**config.mk**
```make
export PLATFORM = sky130hd
export DESIGN_NAME = fnd_scan_driver
export DESIGN_NICKNAME = d
export VERILOG_FILES = /design/src/rtl/fnd_scan_driver.sv
export SDC_FILE = /design/constraint.sdc
export NUM_CORES = 1
export LEC_CHECK = 0
export ABC_AREA = 1
export CORE_MARGIN = 3
export CORE_UTILIZATION = 62
export CTS_CLUSTER_SIZE = 14
export DETAILED_ROUTE_END_ITERATION = 16
export DONT_BUFFER_PORTS = 1
export PLACE_DENSITY = 0.87
export SETUP_SLACK_MARGIN = 0.3
export SYNTH_ARGS = -nofsm -noshare
export SYNTH_HDL_FRONTEND = slang
export SYNTH_SLANG_ARGS = --single-unit
```
**constraint.sdc**
```tcl
create_clock -name i_clk -period 2.5 [get_ports i_clk]
set_input_delay 0.25 -clock i_clk [delete_from_list [all_inputs] [get_ports i_clk]]
set_output_delay 0.25 -clock i_clk [all_outputs]
set_load 0.02 [all_outputs]
```
**src/rtl/fnd_scan_driver.sv**
```systemverilog
// rtl/fnd_scan_driver.sv - 4-digit packed-BCD scan driver for a common 7-segment module
// Optional per-slot anti-ghosting dead time is enabled by defining FND_DEADTIME_EN.
module fnd_scan_driver #(
  parameter int SCAN_DIV    = 100000,
  parameter int DEAD_CYCLES = 1000
) (
  input  logic        i_clk,
  input  logic        i_reset_n,
  input  logic        i_en,
  input  logic [15:0] i_value,
  input  logic        i_blank_lz,
  output logic [3:0]  o_value,
  output logic [3:0]  o_digit,
  output logic        o_frame
);

  localparam int PW = (SCAN_DIV > 2) ? $clog2(SCAN_DIV) : 1;
  localparam logic [PW-1:0] TC = PW'(SCAN_DIV - 1);
`ifdef FND_DEADTIME_EN
  localparam bit DEAD_EN = 1'b1;
`else
  localparam bit DEAD_EN = 1'b0;
`endif

  typedef enum logic {ST_IDLE, ST_SCAN} state_t;

  state_t        state, state_nxt;
  logic [PW-1:0] presc, presc_nxt;
  logic [1:0]    idx, idx_nxt;
  logic [15:0]   shadow, shadow_nxt;
  logic [3:0]    value_nxt, digit_nxt, nib;
  logic          frame_nxt, blank, dead, lit;

  // Outputs are derived from the post-edge state so value and select never skew.
  always_ff @(posedge i_clk or negedge i_reset_n) begin
    if (!i_reset_n) begin
      state   <= ST_IDLE;
      presc   <= '0;
      idx     <= 2'd0;
      shadow  <= 16'h0000;
      o_value <= 4'hf;
      o_digit <= 4'b1111;
      o_frame <= 1'b0;
    end else begin
      state   <= state_nxt;
      presc   <= presc_nxt;
      idx     <= idx_nxt;
      shadow  <= shadow_nxt;
      o_value <= value_nxt;
      o_digit <= digit_nxt;
      o_frame <= frame_nxt;
    end
  end

  always_comb begin
    state_nxt  = state;
    presc_nxt  = presc;
    idx_nxt    = idx;
    shadow_nxt = shadow;
    if (!i_en) begin
      state_nxt  = ST_IDLE;
      presc_nxt  = '0;
      idx_nxt    = 2'd0;
      shadow_nxt = i_value;
    end else if (state == ST_IDLE) begin
      // First enabled edge opens the digit0 slot with a fresh snapshot.
      state_nxt  = ST_SCAN;
      presc_nxt  = '0;
      idx_nxt    = 2'd0;
      shadow_nxt = i_value;
    end else if (presc == TC) begin
      presc_nxt = '0;
      idx_nxt   = idx + 2'd1;
      if (idx == 2'd3) shadow_nxt = i_value;
    end else begin
      presc_nxt = presc + 1'b1;
    end
  end

  always_comb begin
    nib   = 4'h0;
    blank = 1'b0;
    case (idx_nxt)
      2'd0: nib = shadow_nxt[3:0];
      2'd1: begin nib = shadow_nxt[7:4];   blank = (shadow_nxt[15:4]  == 12'h000); end
      2'd2: begin nib = shadow_nxt[11:8];  blank = (shadow_nxt[15:8]  == 8'h00);   end
      default: begin nib = shadow_nxt[15:12]; blank = (shadow_nxt[15:12] == 4'h0); end
    endcase
    dead      = DEAD_EN && (presc_nxt < PW'(DEAD_CYCLES));
    lit       = (state_nxt == ST_SCAN) && !(i_blank_lz && blank) && !dead;
    digit_nxt = 4'b1111;
    if (lit) digit_nxt[idx_nxt] = 1'b0;
    value_nxt = lit ? nib : 4'hf;
    frame_nxt = (state_nxt == ST_SCAN) && (idx_nxt == 2'd0) && (presc_nxt == '0);
  end

endmodule

```
==> results of run 1 <==
==> worst paths after layout <==
path | start | endpoint | cells after the start
setup / recovery | presc[5] | o_frame | 11
hold / removal | i_value[0] | shadow[0] | 2
setup reg to reg | presc[5] | o_frame | 11
hold reg to reg | presc[0] | presc[0] | 1
max in group asynchronous | i_reset_n | o_value[0] | 2
min in group asynchronous | i_reset_n | presc[13] | 2
==> power breakdown <==
group          switching (W)  internal, W  leakage (nW)
sequential         0.0000195     0.000762         0.562
combinational      0.0000763    0.0000365         0.753
clock               0.000272     0.000204        0.0452
==> per-stage QoR <==
step	worst slack, ns	total power (W)	hold WS [ns]
floorplan	0.690	0.000865	-0.0456
global placement	0.404	0.000876	-0.0445
detailed placement	0.293	0.000879	-0.0446
CTS	0.388	0.00137	0.0729
global route	0.268	0.00142	0.0848
finish	0.429	0.00137	0.0868
==> cells by family after synthesis <==
kind of cell / count (synthesis) / synth area share
AO/OA/AOI/OAI: 11 / 0.0283
XOR/XNOR: 3 / 0.0114
adder cells (fa/ha/maj): 2 / 0.0109
buffers and inverters: 48 / 0.0876
flip-flops: 45 / 0.494
AND/OR/NAND/NOR: 183 / 0.367
==> metal layers <==
metal	part of all wire	routed length [um]	track usage	vias up
li1	-	-	-	958
met5	0	0	0	-
met1	0.39	1990	0.283	909
met4	0.032	165	0.134	0
met3	0.055	280	0.0607	17
met2	0.52	2660	0.405	72
==> layout make-up <==
cell class              instances  area (sq um)  area share
flip-flops and latches         45          1140       0.437
repair buffers                 13           119      0.0457
clock inverters                 3          25.0     0.00962
clock buffers                   5          68.8      0.0265
multi-input cells             200          1030       0.396
well taps                      46          57.6      0.0221
inverters                      44           165      0.0635
==> registers in the layout (all words and copies together), names as in the netlist <==
register / count
o_value: 4
presc: 17
idx: 2
o_digit: 4
o_frame: 1
shadow: 16
state: 1
==> layout by cell type (no fill, tap or decap), types with 3 or more instances in the layout <==
cell      instances
nand2_1          78
inv_1            40
nand3_1          37
dfrtp_1          37
nor2_1           31
nand2_2          10
buf_4             9
nor3_1            8
dfstp_2           8
nand3_2           5
clkbuf_8          5
inv_2             4
nand4_1           4
o21ai_0           4
a21oi_1           3
==> repair_timing <==
| action | CTS | global route |
|---|---|---|
| endpoints found under the setup margin | 7 | 8 |
| hold endpoints to repair | 54 | 0 |
| cloned | 0 | 1 |
| hold buffers | 3 | 0 |
| pin swaps | 1 | 3 |
| resized for setup | 1 | 14 |
| buffers inserted | 4 | 6 |
==> worst reg2reg max path, cell delays in order, from the launching register on <==
cell	delay (ns)
dfrtp_1	0.43
inv_1	0.10
nand2_1	0.09
nor3_4	0.29
nand3_2	0.17
nand2_4	0.15
inv_2	0.11
nand3_1	0.14
nand4_1	0.14
nor3_1	0.21
nand2_1	0.09
nor2_1	0.10
==> summary.md, run 1 <==
| Metric | Value |
|---|---|
| Gr usage total | 0.242 |
| Max cap viols | 0 |
| Clock Sinks | 45 |
| Ys async rst share | 1.00 |
| RSZ-0062 raised after global routing | no |
| Ranking of synthesized cells by area | dfrtp_1 (40%), nand2_1 (13%), dfstp_2 (9.1%) |
| Count leader, synth | nand2_1 |
| Crit path max-delay cell type | dfrtp_1 |
| Critical Path End Type | flop |
| Placed Area | around 2300 sq um |
| Worst path cell trace | inv_1 -> nand2_1 -> nor3_4 -> nand3_2 -> nand2_4 -> inv_2 -> nand3_1 -> nand4_1 -> nor3_1 -> nand2_1 -> nor2_1 |
| FF+latch count, synth | between 40 and 50 |
| H-tree levels | 2 |
| Cell mode on critical path | nand2_1 |
| Post-synth EDFFs | 0 |
| Remaining antenna violation count | 0 |
| Fin crit share | 0.829 |
| HPWL Detailed | 3.41 mm |
| Share of layout cells above drive strength 1 | 0.184 |
| First-pass GRT wire length | ~7.9 mm |
| Dominant synthesized flop cell | dfrtp_1 |
| Setup Skew | approximately 0.0054 ns |
| DRC | 0 |
| Final setup viols | 0 |
| Skew-Pair Late Insertion Delay | 0.30 ns |
| Gr ovfl total | 0 |
| CTS tree | yes |
| Fill cells | approximately 260 |
| Reg2Reg Setup Slack | 0.43 ns |
| Final nets | between 300 and 400 |
| Pwr dens | ~530 nW/um^2 |
| Final Critical Period | between 2 and 2.5 ns |
| Status | completed |
| PortBufs | 0 |
| Syn_nets | ~310 |
| Critical Path RT | between 2 and 3 ns |
| Chip Height | 66.9 um |
| Vias post-DR | between 1.5k and 2k |
| CTS Buffer Depth | 2 |
| CP startpoint kind | flop |
| Clock Pin Slew Worst Setup and Hold Paths | roughly 0.090 ns |
| Most frequent cells after synthesis | nand2_1 (80), inv_1 (42), nand3_1 (40) |
| Initial Util | 0.668 |
| Worst Path Buf+Inv | 2 |
| CP Max Fanout | 10 |
| Final instance area | roughly 2600 sq um |
| Register area share after synthesis | 0.494 |
| Vias in the first global route | around 1.8k |
| Final non-filler cell total | ~360 |
| Family with the most delay on the worst path | simple AND/OR/NAND/NOR gates |
| Cell accounting for the most synthesized area | dfrtp_1 |
| Drt wl/cell | about 14 um |
| Synth cell types | 28 |
| Die width | about 67 um |
| Final wirelength | a little over 5 mm |
| Number of antenna violations at the first check in global routing | 0 |
| Min-delay worst type | input port to flop |
| Initial DRC Count | ~190 |
| Crit path largest cell delay | roughly 0.43 ns |
| VDD IR-drop max | around 0.43 mV |
| Placer congestion estimate | around 0.9 |
| Final Hold Fails | 0 |
| Slew HR | 0.706 |
| Post-Syn Area | approximately 2300 sq um |
| # IOs | 29 |
| Least-Margin Pin Slew | 0.440 ns |
| # diodes | 0 |
| Mean Syn Cell Area | slightly below 8 sq um |
| Setup TNS | 0 ns |
| LEAKAGE | roughly 1.4 nW |
| Placed insts | 334 |
| Crit path kind | flop to flop |
| Row Count | 21 |
| Die area | ~4500 sq um |
| Finished Core Util | 0.756 |
| CTS buffer count | 5 |
| Via density per instance | around 5.5 |
| Drt pass-1 iters | 4 |
| Core area | ~3400 sq um |
| Synth-to-layout area growth | 13.2% |
| Yosys top cell area share | 0.403 |
| Fin. max-slew vios | 0 |
| Root Buffer | clkbuf_8 |
| Largest net degree at the start of global routing | 46 |
| WP data arrival | between 2 and 2.5 ns |
| Post-Syn Instances | slightly below 300 |
| F_max | approximately 480 MHz |
| Yosys warning count | 0 |
No activity file was read; power rests on OpenSTA's default activity.
==> run 2: changes to the inputs <==
Settings changed: CORE_UTILIZATION 62 to 56, PLACE_DENSITY 0.87 to 0.83.
Clock period 2.5 ns to 1.7 ns, I/O delays scaled along.
==> summary.md, run 2 (synthesis results as in run 1) <==
| Metric | Value |
|---|---|
| Status | complete, but fails checks |
| Failing checks | hold timing, setup timing |
| Min-delay worst type | input port to flop |
| Fill cells | 91 (-64%) |
| Core area | 3800 sq um (+10%) |
| H-tree levels | 2 (unchanged) |
| Worst hold stages | 0 (-2) |
| WP data arrival | 2.64 ns (+0.33 ns) |
| Final wirelength | 11.6 mm (+130%) |
| Drt pass-1 iters | 7 (+3) |
| Most frequent cells in the layout | buf_4 (63), nand2_1 (48), dfrtp_1 (37) |
| Skew-Pair Late Insertion Delay | 0.32 ns (+0.02 ns) |
| Max FFs per register | 17 (unchanged) |
| F_max | 415 MHz (-14%) |
| Final setup viols | 44 (+44) |
| Max cap viols | 0 (unchanged) |
| CTS buffer count | 5 (unchanged) |
| Fin crit share | 1.42 (+0.589) |
| Placer congestion estimate | 0.907 (+1.6%) |
| Reg-to-reg critical path endpoint | o_value[1] |
| Chip Height | 70.1 um (+4.8%) |
| Via density per instance | 6.76 (+23%) |
| RSZ-0062 raised after global routing | yes |
| Final Critical Period | 2.41 ns (+0.339 ns) |
| Initial DRC Count | 552 (+200%) |
| Clock Sinks | 45 (unchanged) |
| Critical Path End Type | flop |
| Setup WS post-layout | -0.710 ns (-1.14 ns) |
| Hold wc startpoint | i_en |
| Drt wl/cell | 27.0 um (+89%) |
| DRC | 0 (unchanged) |
| Pwr dens | 643 nW/um^2 (+22%) |
| PortBufs | 0 (unchanged) |
| Total Power | 0.00234 W (+71%) |
| Remaining antenna violation count | 0 (unchanged) |
| LEAKAGE | 1.86 nW (+37%) |
| Die width | 70.1 um (+4.8%) |
| CTS Buffer Depth | 2 (unchanged) |
| Final nets | 403 (+22%) |
| Number of antenna violations at the first check in global routing | 0 (unchanged) |
| Final Hold Fails | 9 (+9) |
| Die area | 4910 sq um (+9.7%) |
| Commonest non-fill, non-tap cell in the layout | buf_4 |
| CP startpoint kind | flop |
| Gr usage total | 0.303 (+0.0604) |
| Slew HR | 0.734 (+0.0281) |
| HPWL Detailed | 4.44 mm (+30%) |
| Reg2Reg Setup Slack | -0.71 ns (-1.14 ns) |
| Reg2Reg Depth | 14 (+3) |
| Regs by FF count | presc: 17 flops, shadow: 16 flops |
| Setup TNS | -10.87 ns (-10.87 ns) |
| Row Count | 22 (+4.8%) |
| Vias post-DR | 2908 (+49%) |
| Top reg by flops | presc |
| FF-to-FF Start | presc[8] |
| CP Max Fanout | 5 (-5) |
| Fin Hold WS | -0.126 ns (-0.212 ns) |
| Root Buffer | clkbuf_8 |
| Gr ovfl total | 0 (unchanged) |
| Largest net degree at the start of global routing | 46 (unchanged) |
| Clock Pin Slew Worst Setup and Hold Paths | 0.10 ns (about the same) |
| # IOs | 29 (unchanged) |
| Fin. max-slew vios | 0 (unchanged) |
| Placed Area | 2800 sq um (+21%) |
| Share of layout cells above drive strength 1 | 0.547 (+0.363) |
| Least-Margin Pin Slew | 0.397 ns (-0.0429 ns) |
| First-pass GRT wire length | 11.6 mm (+47%) |
| Initial Util | 0.605 (-0.0627) |
| Vias in the first global route | 2493 (+37%) |
| Synth-to-layout area growth | 58.2% |
| CTS tree | yes |
| Crit path kind | flop to flop |
| Setup Skew | 0.0197 ns (+0.0143 ns) |
| VDD IR-drop max | 0.768 mV (+77%) |
| Critical Path RT | 1.93 ns (-0.81 ns) |
| Final instance area | 3640 sq um (+40%) |
| Sink of the worst hold path | state |
| # diodes | 0 (unchanged) |
run 2: worst max-delay path by stage:
stage	slack (ns)	cells past startpoint	startpoint	endpoint
finish	-0.71	14	presc[8]	o_value[1]
global route	-0.92	12	presc[8]	o_value[1]
CTS	-0.20	11	presc[10]	o_digit[2]
detailed placement	-0.28	13	presc[0]	o_digit[2]
global placement	-0.16	12	presc[0]	o_digit[2]
floorplan	-0.01	12	presc[0]	o_digit[2]
run 2: per-stage QoR:
step | std cells | util | hold slack, ns | worst slack, ns
after floorplan | 292 | - | -0.126 | -0.0114
after global placement | 399 | 0.738 | -0.124 | -0.160
after detailed placement | 399 | 0.738 | -0.124 | -0.276
after CTS | 412 | 0.823 | -0.116 | -0.196
after global routing | 430 | 0.958 | -0.134 | -0.925
final | 430 | 0.958 | -0.126 | -0.710
run 2: area by class of cell:
cell class / instances / area [sq um] / area share
clock buffers: 6 / 72.6 / 0.0200
clock inverters: 2 / 38.8 / 0.0107
inverters: 44 / 175 / 0.0482
multi-input cells: 199 / 1400 / 0.385
flip-flops and latches: 45 / 1140 / 0.312
well taps: 48 / 60.1 / 0.0165
repair buffers: 86 / 754 / 0.207
run 2: critical path, cell delays in order, from the launching register on:
cell and delay [ns]:
dfrtp_1 0.46, nor2_2 0.25, nand2_2 0.11, nor2_4 0.18, buf_6 0.13, nand3_4 0.12, nand2_4 0.11, nand3_4 0.10
inv_4 0.11, nor2_1 0.05, buf_4 0.15, nand2_1 0.10, nand3_2 0.11, nor2_2 0.20, nand3_2 0.12
run 2: repair_timing:
action                                  CTS  global route
gates resized for setup                  43           101
hold buffers                              2             1
gates cloned                              0             0
endpoints found under the setup margin   44            44
hold endpoints to repair                 54            10
pin swaps                                 8            27
buffers inserted                          3            17
run 2: per-layer routing:
layer | global-route usage | wire, um
met1 | 0.310 | 3320
met2 | 0.566 | 5380
met4 | 0.143 | 1510
met3 | 0.0777 | 1410
met5 | 0 | 0
run 2: report_power, final:
group | total (W) | leakage [nW] | internal (W) | switching [W]
registers | 0.00116 | 0.562 | 0.00112 | 0.0000398
logic | 0.000317 | 1.24 | 0.000126 | 0.000191
clock network | 0.000860 | 0.0554 | 0.000442 | 0.000417
